### src/rtl/mem_port_arbiter.sv
// mem_port_arbiter: shares one single-ported memory bus between instruction
// fetch and the MEM-stage load/store, issues stage holds, formats byte
// enables / store data and extends load data.
//
// Ports:
//   clk, rst                      clock, async active-high reset
//   if_req, if_addr, flush        fetch request, fetch address, pipeline flush
//   if_rdata, if_valid            fetched instruction and its completion pulse
//   mem_rd_M, mem_wr_M            MEM-stage load / store request
//   mem_mask_M, addr_M, wdata_M   funct3 size code, byte address, store data
//   mem_rdata_M, mem_done_M       extended load data and completion pulse
//   stall_IF, stall_MEM           hold requests for the IF and MEM stages
//   misalign, bus_err             misaligned-reject and timeout-abort pulses
//   bus_req, bus_we, bus_addr,
//   bus_be, bus_wdata             registered bus request
//   bus_rdata, bus_ack            bus read data and completion
module mem_port_arbiter #(
  parameter int unsigned MEM_STREAK  = 4,
  parameter int unsigned ACK_TIMEOUT = 255
) (
  input  logic        clk,
  input  logic        rst,
  input  logic        if_req,
  input  logic [31:0] if_addr,
  input  logic        flush,
  output logic [31:0] if_rdata,
  output logic        if_valid,
  input  logic        mem_rd_M,
  input  logic        mem_wr_M,
  input  logic [2:0]  mem_mask_M,
  input  logic [31:0] addr_M,
  input  logic [31:0] wdata_M,
  output logic [31:0] mem_rdata_M,
  output logic        mem_done_M,
  output logic        stall_IF,
  output logic        stall_MEM,
  output logic        misalign,
  output logic        bus_err,
  output logic        bus_req,
  output logic        bus_we,
  output logic [31:0] bus_addr,
  output logic [3:0]  bus_be,
  output logic [31:0] bus_wdata,
  input  logic [31:0] bus_rdata,
  input  logic        bus_ack
);

  localparam int unsigned STREAK_W = $clog2(MEM_STREAK + 1);
  localparam int unsigned TO_W     = 8;

  typedef enum logic [1:0] {
    IDLE    = 2'd0,
    IF_ACC  = 2'd1,
    MEM_ACC = 2'd2
  } state_t;

  state_t              state_q, state_d;
  logic [STREAK_W-1:0] streak_q, streak_d;
  logic [TO_W-1:0]     to_q, to_d;
  logic                kill_q, kill_d;
  logic                req_d, we_d;
  logic [31:0]         addr_d, wdata_d;
  logic [3:0]          be_d;

  logic        ack_v, mem_pend, is_word, is_half, mis_c;
  logic        in_acc, timeout, fin;
  logic [3:0]  mem_be;
  logic [31:0] mem_wrep, load_ext;
  logic [7:0]  lane_byte;
  logic [15:0] lane_half;
  logic        unused_bits;

  // Fetch addresses are word aligned; the low bits carry no information.
  assign unused_bits = ^if_addr[1:0];

  // Size decode shared by enables, replication and misalignment.
  assign is_word  = mem_mask_M[1];
  assign is_half  = ~mem_mask_M[1] & mem_mask_M[0];
  assign mem_pend = mem_rd_M | mem_wr_M;
  assign mis_c    = (is_half & addr_M[0]) | (is_word & (|addr_M[1:0]));

  // Byte enables and replicated store data for MEM accesses.
  always_comb begin
    if (is_word) begin
      mem_be   = 4'b1111;
      mem_wrep = wdata_M;
    end else if (is_half) begin
      mem_be   = 4'b0011 << {addr_M[1], 1'b0};
      mem_wrep = {2{wdata_M[15:0]}};
    end else begin
      mem_be   = 4'b0001 << addr_M[1:0];
      mem_wrep = {4{wdata_M[7:0]}};
    end
  end

  // Lane select and sign/zero extension of load data.
  always_comb begin
    case (addr_M[1:0])
      2'd0:    lane_byte = bus_rdata[7:0];
      2'd1:    lane_byte = bus_rdata[15:8];
      2'd2:    lane_byte = bus_rdata[23:16];
      default: lane_byte = bus_rdata[31:24];
    endcase
    lane_half = addr_M[1] ? bus_rdata[31:16] : bus_rdata[15:0];
    case (mem_mask_M)
      3'b000:  load_ext = {{24{lane_byte[7]}}, lane_byte};
      3'b001:  load_ext = {{16{lane_half[15]}}, lane_half};
      3'b100:  load_ext = {24'd0, lane_byte};
      3'b101:  load_ext = {16'd0, lane_half};
      default: load_ext = bus_rdata;
    endcase
  end

  // Completion: ack wins over a timeout landing in the same cycle.
  assign ack_v   = bus_ack & bus_req;
  assign in_acc  = (state_q != IDLE);
  assign timeout = in_acc & ~ack_v & (to_q == TO_W'(ACK_TIMEOUT));
  assign fin     = in_acc & (ack_v | timeout);

  assign misalign    = (state_q == IDLE) & mem_pend & mis_c;
  assign bus_err     = timeout;
  assign mem_done_M  = ((state_q == MEM_ACC) & fin) | misalign;
  assign mem_rdata_M = ((state_q == MEM_ACC) & ack_v) ? load_ext : 32'd0;
  // A flush on the ack cycle also kills the result.
  assign if_valid    = (state_q == IF_ACC) & fin & ~kill_q & ~flush;
  assign if_rdata    = (if_valid & ack_v) ? bus_rdata : 32'd0;
  assign stall_IF    = if_req & ~if_valid;
  assign stall_MEM   = mem_pend & ~mem_done_M;

  // Next state, arbitration, counters and bus request formation.
  always_comb begin
    state_d  = state_q;
    streak_d = streak_q;
    to_d     = to_q;
    kill_d   = kill_q;
    req_d    = bus_req;
    we_d     = bus_we;
    addr_d   = bus_addr;
    be_d     = bus_be;
    wdata_d  = bus_wdata;
    case (state_q)
      IDLE: begin
        to_d   = '0;
        kill_d = 1'b0;
        if (!if_req) streak_d = '0;
        if (mem_pend && mis_c) begin
          // Rejected in place; no bus cycle and no grant this cycle.
          state_d = IDLE;
        end else if (mem_pend && (!if_req || streak_q < STREAK_W'(MEM_STREAK))) begin
          state_d = MEM_ACC;
          req_d   = 1'b1;
          we_d    = mem_wr_M;
          addr_d  = {addr_M[31:2], 2'b00};
          be_d    = mem_be;
          wdata_d = mem_wrep;
          if (if_req) streak_d = streak_q + STREAK_W'(1);
        end else if (if_req) begin
          state_d  = IF_ACC;
          req_d    = 1'b1;
          we_d     = 1'b0;
          addr_d   = {if_addr[31:2], 2'b00};
          be_d     = 4'b1111;
          wdata_d  = 32'd0;
          streak_d = '0;
        end
      end
      IF_ACC, MEM_ACC: begin
        if (state_q == IF_ACC && flush) kill_d = 1'b1;
        if (fin) begin
          state_d = IDLE;
          req_d   = 1'b0;
          to_d    = '0;
          kill_d  = 1'b0;
        end else begin
          to_d = to_q + TO_W'(1);
        end
      end
      default: begin
        state_d = IDLE;
        req_d   = 1'b0;
      end
    endcase
  end

  // State and registered bus outputs.
  always_ff @(posedge clk or posedge rst) begin
    if (rst) begin
      state_q   <= IDLE;
      streak_q  <= '0;
      to_q      <= '0;
      kill_q    <= 1'b0;
      bus_req   <= 1'b0;
      bus_we    <= 1'b0;
      bus_addr  <= 32'd0;
      bus_be    <= 4'd0;
      bus_wdata <= 32'd0;
    end else begin
      state_q   <= state_d;
      streak_q  <= streak_d;
      to_q      <= to_d;
      kill_q    <= kill_d;
      bus_req   <= req_d;
      bus_we    <= we_d;
      bus_addr  <= addr_d;
      bus_be    <= be_d;
      bus_wdata <= wdata_d;
    end
  end

endmodule

### config.mk
export PLATFORM = sky130hd
export DESIGN_NAME = mem_port_arbiter
export DESIGN_NICKNAME = d
export VERILOG_FILES = /design/src/rtl/mem_port_arbiter.sv
export SDC_FILE = /design/constraint.sdc
export NUM_CORES = 1
export LEC_CHECK = 0
export BUFFER_PORTS_ARGS = -buffer_cell sky130_fd_sc_hd__clkbuf_2
export CORE_MARGIN = 2
export CORE_UTILIZATION = 30
export CTS_CLUSTER_SIZE = 24
export DETAILED_ROUTE_END_ITERATION = 6
export PLACE_DENSITY = 0.66
export SYNTH_ARGS = -nofsm -noshare
export SYNTH_HDL_FRONTEND = slang
export SYNTH_SLANG_ARGS = --single-unit
### constraint.sdc
create_clock -name clk -period 5.1 [get_ports clk]
set_clock_uncertainty 0.2 [all_clocks]
set_input_delay 0.765 -clock clk [delete_from_list [all_inputs] [get_ports clk]]
set_output_delay 0.765 -clock clk [all_outputs]
set_load 0.01 [all_outputs]
; Word level (Yosys, flattened, before mapping)
; Cells that the tools add are included.
[classes]
addsub = 2
order_cmp = 1
n_eq_ne = 13
n_shift = 2
n_mux = 37
bitwise = 28
n_reduce_logical = 17
[ops]
columns = cell, n
row1 = 32-bit 2-to-1 mux, 8
row2 = 32-bit case mux with 4 select lines, 1
row3 = 8-bit case mux with 3 select lines, 1
row4 = 1-bit bitwise AND, 17
row5 = 16-bit 2-to-1 mux, 1
row6 = 4-bit 2-to-1 mux, 4
row7 = 8-bit case mux with 2 select lines, 1
row8 = 3-bit 2-to-1 mux, 5
row9 = "8-bit by 1-bit adder with 8-bit output, second input constant", 1
row10 = "8-bit == test, second input constant", 1
row11 = 1-bit 2-to-1 mux, 8
row12 = 2-bit 2-to-1 mux, 4
row13 = 8-bit 2-to-1 mux, 1
row14 = 1-bit inverter, 7
row15 = "3-bit == test, second input constant", 2
row16 = 3-bit AND reduction, 2
row17 = 2-bit nonzero test, 3
row18 = "2-bit by 1-bit == test with 1-bit output, second input constant", 2
row19 = "2-bit == test, second input constant", 2
row20 = 2-bit zero test, 2
row21 = "2-bit inequality test, second input constant", 2
row22 = "4-bit by 2-bit inequality test with 1-bit output, second input constant", 1
row23 = 1-bit OR, 4
row24 = 1-bit case mux with 2 select lines, 2
row25 = other kinds (14), 18
[word_totals]
reg_bits = 84
in_bits = 138
output_inout_bits = 140
wordCells = 109

; Longest topological paths before layout
[depth]
depth_word = 11
mapped_depth = 7
ltp_nobuf = 6

; Worst setup path before layout
; OpenSTA, ideal clock, no wires.
[synth_timing]
path_type = input to output
from = input port addr_M[0]
to = output port mem_rdata_M[6]
arrival_ps = 1967
required_time_ps = 4135
setup_slack_ps = 2168
path_stages = 7
path_buffers = 3
cell_sequence = clkbuf_1 > nor2b_1 > buf_2 > buf_2 > mux4_2 > mux2i_1 > nor2_1
[synth_via]
elab_chain_cells = 4
word_cells_on_any_way = 6
cone_classes = eq/ne: 2 / mux: 3 / reduce/logical: 1
[synth_lines]
columns = item, line
row1 = "start, declared", 31  ; input logic [31:0] addr_M,
row2 = "2-bit == test, or another cell as far along", 98  ; case (addr_M[1:0])
row3 = 8-bit case mux with 3 select lines (*), 98
row4 = 32-bit case mux with 4 select lines (*), 105  ; case (mem_mask_M)
row5 = 32-bit 2-to-1 mux (*), 123  ; assign mem_rdata_M = ((state_q == MEM_ACC) & ack_v) ? load_ext : 32'd0;
row6 = "end, declared", 33  ; output logic [31:0] mem_rdata_M,
; Mark *: on every way between the ends. The rest lies on a longest branch, timed or not.

; Worst setup path in the final report
[layout_timing]
from = input port mem_mask_M[0]
to = output port mem_rdata_M[12]
[layout_via]
elab_chain_cells = 3
word_cells_on_any_way = 6
cone_classes = eq/ne: 3 / mux: 2 / reduce/logical: 1
[layout_lines]
columns = item, line
row1 = "start, declared", 30  ; input logic [2:0] mem_mask_M,
row2 = "3-bit == test, or another cell as far along", 105
row3 = 32-bit case mux with 4 select lines (*), 105
row4 = 32-bit 2-to-1 mux (*), 123
; Marks and branches as above.

==> impl_metrics.json <==
{
  "status": "finished, violations left",
  "violations": "design-rule violations",
  "finalWirelength_um": 17090,
  "synth_edf_count": 0,
  "async_reset_ff_share_pct": 100.0,
  "io_buffer_count": 273,
  "cp.arrival_ns": 2.74,
  "crit_buf_inv": 2,
  "met1_usage_pct": 22.21,
  "die_h_um": 133.0,
  "gr-usage-met2_pct": 34.31,
  "setup_viol": 0,
  "worstMarginPinSlew_ns": 0.9541,
  "slew_headroom_pct": 35.92,
  "grt-busiest-layer": "met2",
  "yosysSeqAreaShare_pct": 41.13,
  "fp.dieW_um": 133.0,
  "cts_num_sinks": 82,
  "crit_type": "primary input to output pin",
  "yosysWarnings": 0,
  "grt_pass1_wl_um": 26050,
  "htree_levels": 3,
  "antenna_cells": 0,
  "gp_congestion": 0.8635,
  "path_delay_family": "simple AND/OR/NAND/NOR gates",
  "grt_max_degree": 75,
  "clkTransAtPathRegs_ns": 0.07,
  "nNetsFinal": 933,
  "drt_first_pass_iters": 7,
  "synth-seq-cells": 82,
  "hold_viol": 0,
  "required_ns": 4.14,
  "syn_to_final_growth_pct": 36.22,
  "cp_max_fo": 15,
  "period_share_pct": 72.65,
  "min_period_ns": 3.705,
  "path_cells": "clkbuf_2 > or2_1 > or3_1 > a21oi_1 > clkbuf_2",
  "whs_ns": 0.2792,
  "power_density_nw_per_um2": 429.4,
  "cp-end-kind": "output pin",
  "post_route_cells_drive_above_1_share_pct": 39.29,
  "postRouteAntennaNets": 0,
  "grt_usage_pct": 18.85,
  "core_sq_um": 16410,
  "rows": 47,
  "use_met3_pct": 4.330,
  "cts_buffers": 9,
  "crit_path_start_kind": "primary input",
  "fmax_mhz": 269.9,
  "tns_ns": 0,
  "slew_violations": 0,
  "ctsResizeCount": 0,
  "drc": 2,
  "overflow": 0,
  "synthCells": 539,
  "synth_area_per_cell_sq_um": 9.255,
  "vdd_drop_max_mv": 0.2230,
  "maxCapViolCount": 0,
  "io_pins": 278,
  "clkLatencyLatePin_ns": 0.32,
  "cts_setup_buffers": 0,
  "wl_per_cell_um": 16.86,
  "routed_via_density": 4.852,
  "cts_tree": "yes",
  "vias": 4920,
  "cts-hold-fix-buffers": 0,
  "slowest_stage": "or3_1",
  "p_leak_nw": 3.668,
  "critPathMaxStageDelay_ns": 0.64,
  "ys.flop_type": "dfrtp_1",
  "rsz0062_at_grt": "no",
  "hp-class": "flip-flop to flip-flop",
  "dieArea_sq_um": 17680,
  "synth_area_sq_um": 4989,
  "start_util_pct": 30.40,
  "first_iter_violations": 213,
  "finalPower_mw": 2.918,
  "antenna_found_initial": 0,
  "synth_cell_types": 51,
  "cts_buffer_depth": 2,
  "grt_pass1_vias": 4779,
  "crit_top_cell": "clkbuf_2",
  "dp_hpwl_um": 12970,
  "root_buffer": "clkbuf_16"
}
==> worst register-to-register path: stages (launching register included) <==
cell      delay (ns)
dfrtp_1         0.41
inv_1           0.11
ha_1            0.49
and4b_1         0.26
a211oi_1        0.58
nor2_1          0.23
nor2_1          0.16
==> Yosys cell counts, drive strengths merged (8+ instances only) <==
library cell  number  share of area, %
a21o              18               2.7
a21oi             20               2.0
a22o               8               1.4
a22oi              8               1.3
and2              33               4.1
buf               27               3.2
clkbuf            17               1.3
dfrtp             82                41
inv               11              0.83
mux2i             64                13
nand2             75               5.6
nor2              34               2.6
o21ai             48               4.8
o31ai             18               2.7
==> registers in the layout, summed over array words and instances, names as in the netlist <==
name / flops
bus_addr: 30
bus_be: 4
bus_req: 1
bus_wdata: 32
bus_we: 1
kill_q: 1
state_q: 2
streak_q: 3
to_q: 8
==> cell type report <==
| class | instances | area (sq um) |
|---|---|---|
| fillers | 1661 | 9612 |
| multi-input cells | 403 | 2675 |
| flip-flops and latches | 82 | 2052 |
| repair buffers | 282 | 1434 |
| well taps | 220 | 275.3 |
| clock buffers | 10 | 229.0 |
| clock inverters | 6 | 87.58 |
| inverters | 11 | 42.54 |
==> layout by cell type (no fill, tap or decap), types with 7 or more instances in the layout <==
master | synthesis | layout
a22oi_1 | 7 | 7
a22o_1 | 8 | 8
a21o_1 | 18 | 18
nor2_1 | 34 | 34
o21ai_0 | 45 | 45
nand2_1 | 75 | 75
o31ai_1 | 18 | 18
and2_1 | 33 | 33
mux2i_1 | 64 | 64
inv_1 | 11 | 10
clkbuf_2 | 0 | 273
a21oi_1 | 20 | 20
nand3_1 | 7 | 7
clkbuf_16 | 0 | 9
dfrtp_1 | 82 | 82
buf_4 | 11 | 9
==> metrics by stage <==
stage / instances / instance area (sq um) / setup WS [ns] / utilization [%]
6_report: 1014 / 6795 / 1.395 / 41.42
5_1_grt: 1014 / 6795 / 1.171 / 41.42
4_1_cts: 1014 / 6795 / 1.351 / 41.42
3_5_place_dp: 998 / 6479 / 1.363 / 39.49
3_3_place_gp: 998 / 6479 / 1.383 / 39.49
2_1_floorplan: 540 / 4992 / 2.027 / -
==> per-layer routing <==
metal / part of all wire [%] / vias to the layer above
met4: 1.7 / 0
met5: 0 / -
li1: - / 2413
met3: 6.6 / 16
met1: 41 / 2285
met2: 51 / 206
==> cell families (layout without fill, tap and decap cells) <==
| group | Yosys count | in the layout | share of synthesized area, % |
|---|---|---|---|
| AND/OR/NAND/NOR | 176 | 176 | 17.06 |
| AO/OA/AOI/OAI | 146 | 146 | 20.07 |
| flip-flops | 82 | 82 | 41.13 |
| multiplexers | 68 | 68 | 13.97 |
| buffers and inverters | 55 | 309 | 5.317 |
| adder cells (fa/ha/maj) | 6 | 6 | 1.505 |
| XOR/XNOR | 5 | 5 | 0.8780 |
| other | 1 | 2 | 0.07517 |
==> power breakdown <==
group | total (mW) | internal (mW) | switching, mW
combinational | 1.15 | 0.452 | 0.695
clock | 0.699 | 0.431 | 0.268
sequential | 1.07 | 0.915 | 0.157
total | 2.92 | 1.80 | 1.12
==> worst paths after layout <==
path / startpoint / to / slack, ns / cells past startpoint
setup / recovery: mem_mask_M[0] / mem_rdata_M[12] / 1.39 / 5
hold / removal: bus_addr[16] / bus_addr[16] / 0.28 / 2
setup reg to reg: state_q[1] / to_q[4] / 2.59 / 6
hold reg to reg: bus_addr[16] / bus_addr[16] / 0.28 / 2
max in group asynchronous: rst / bus_wdata[7] / 3.31 / 3
min in group asynchronous: rst / bus_wdata[5] / 0.33 / 2
(Power assumes the default switching activity.)
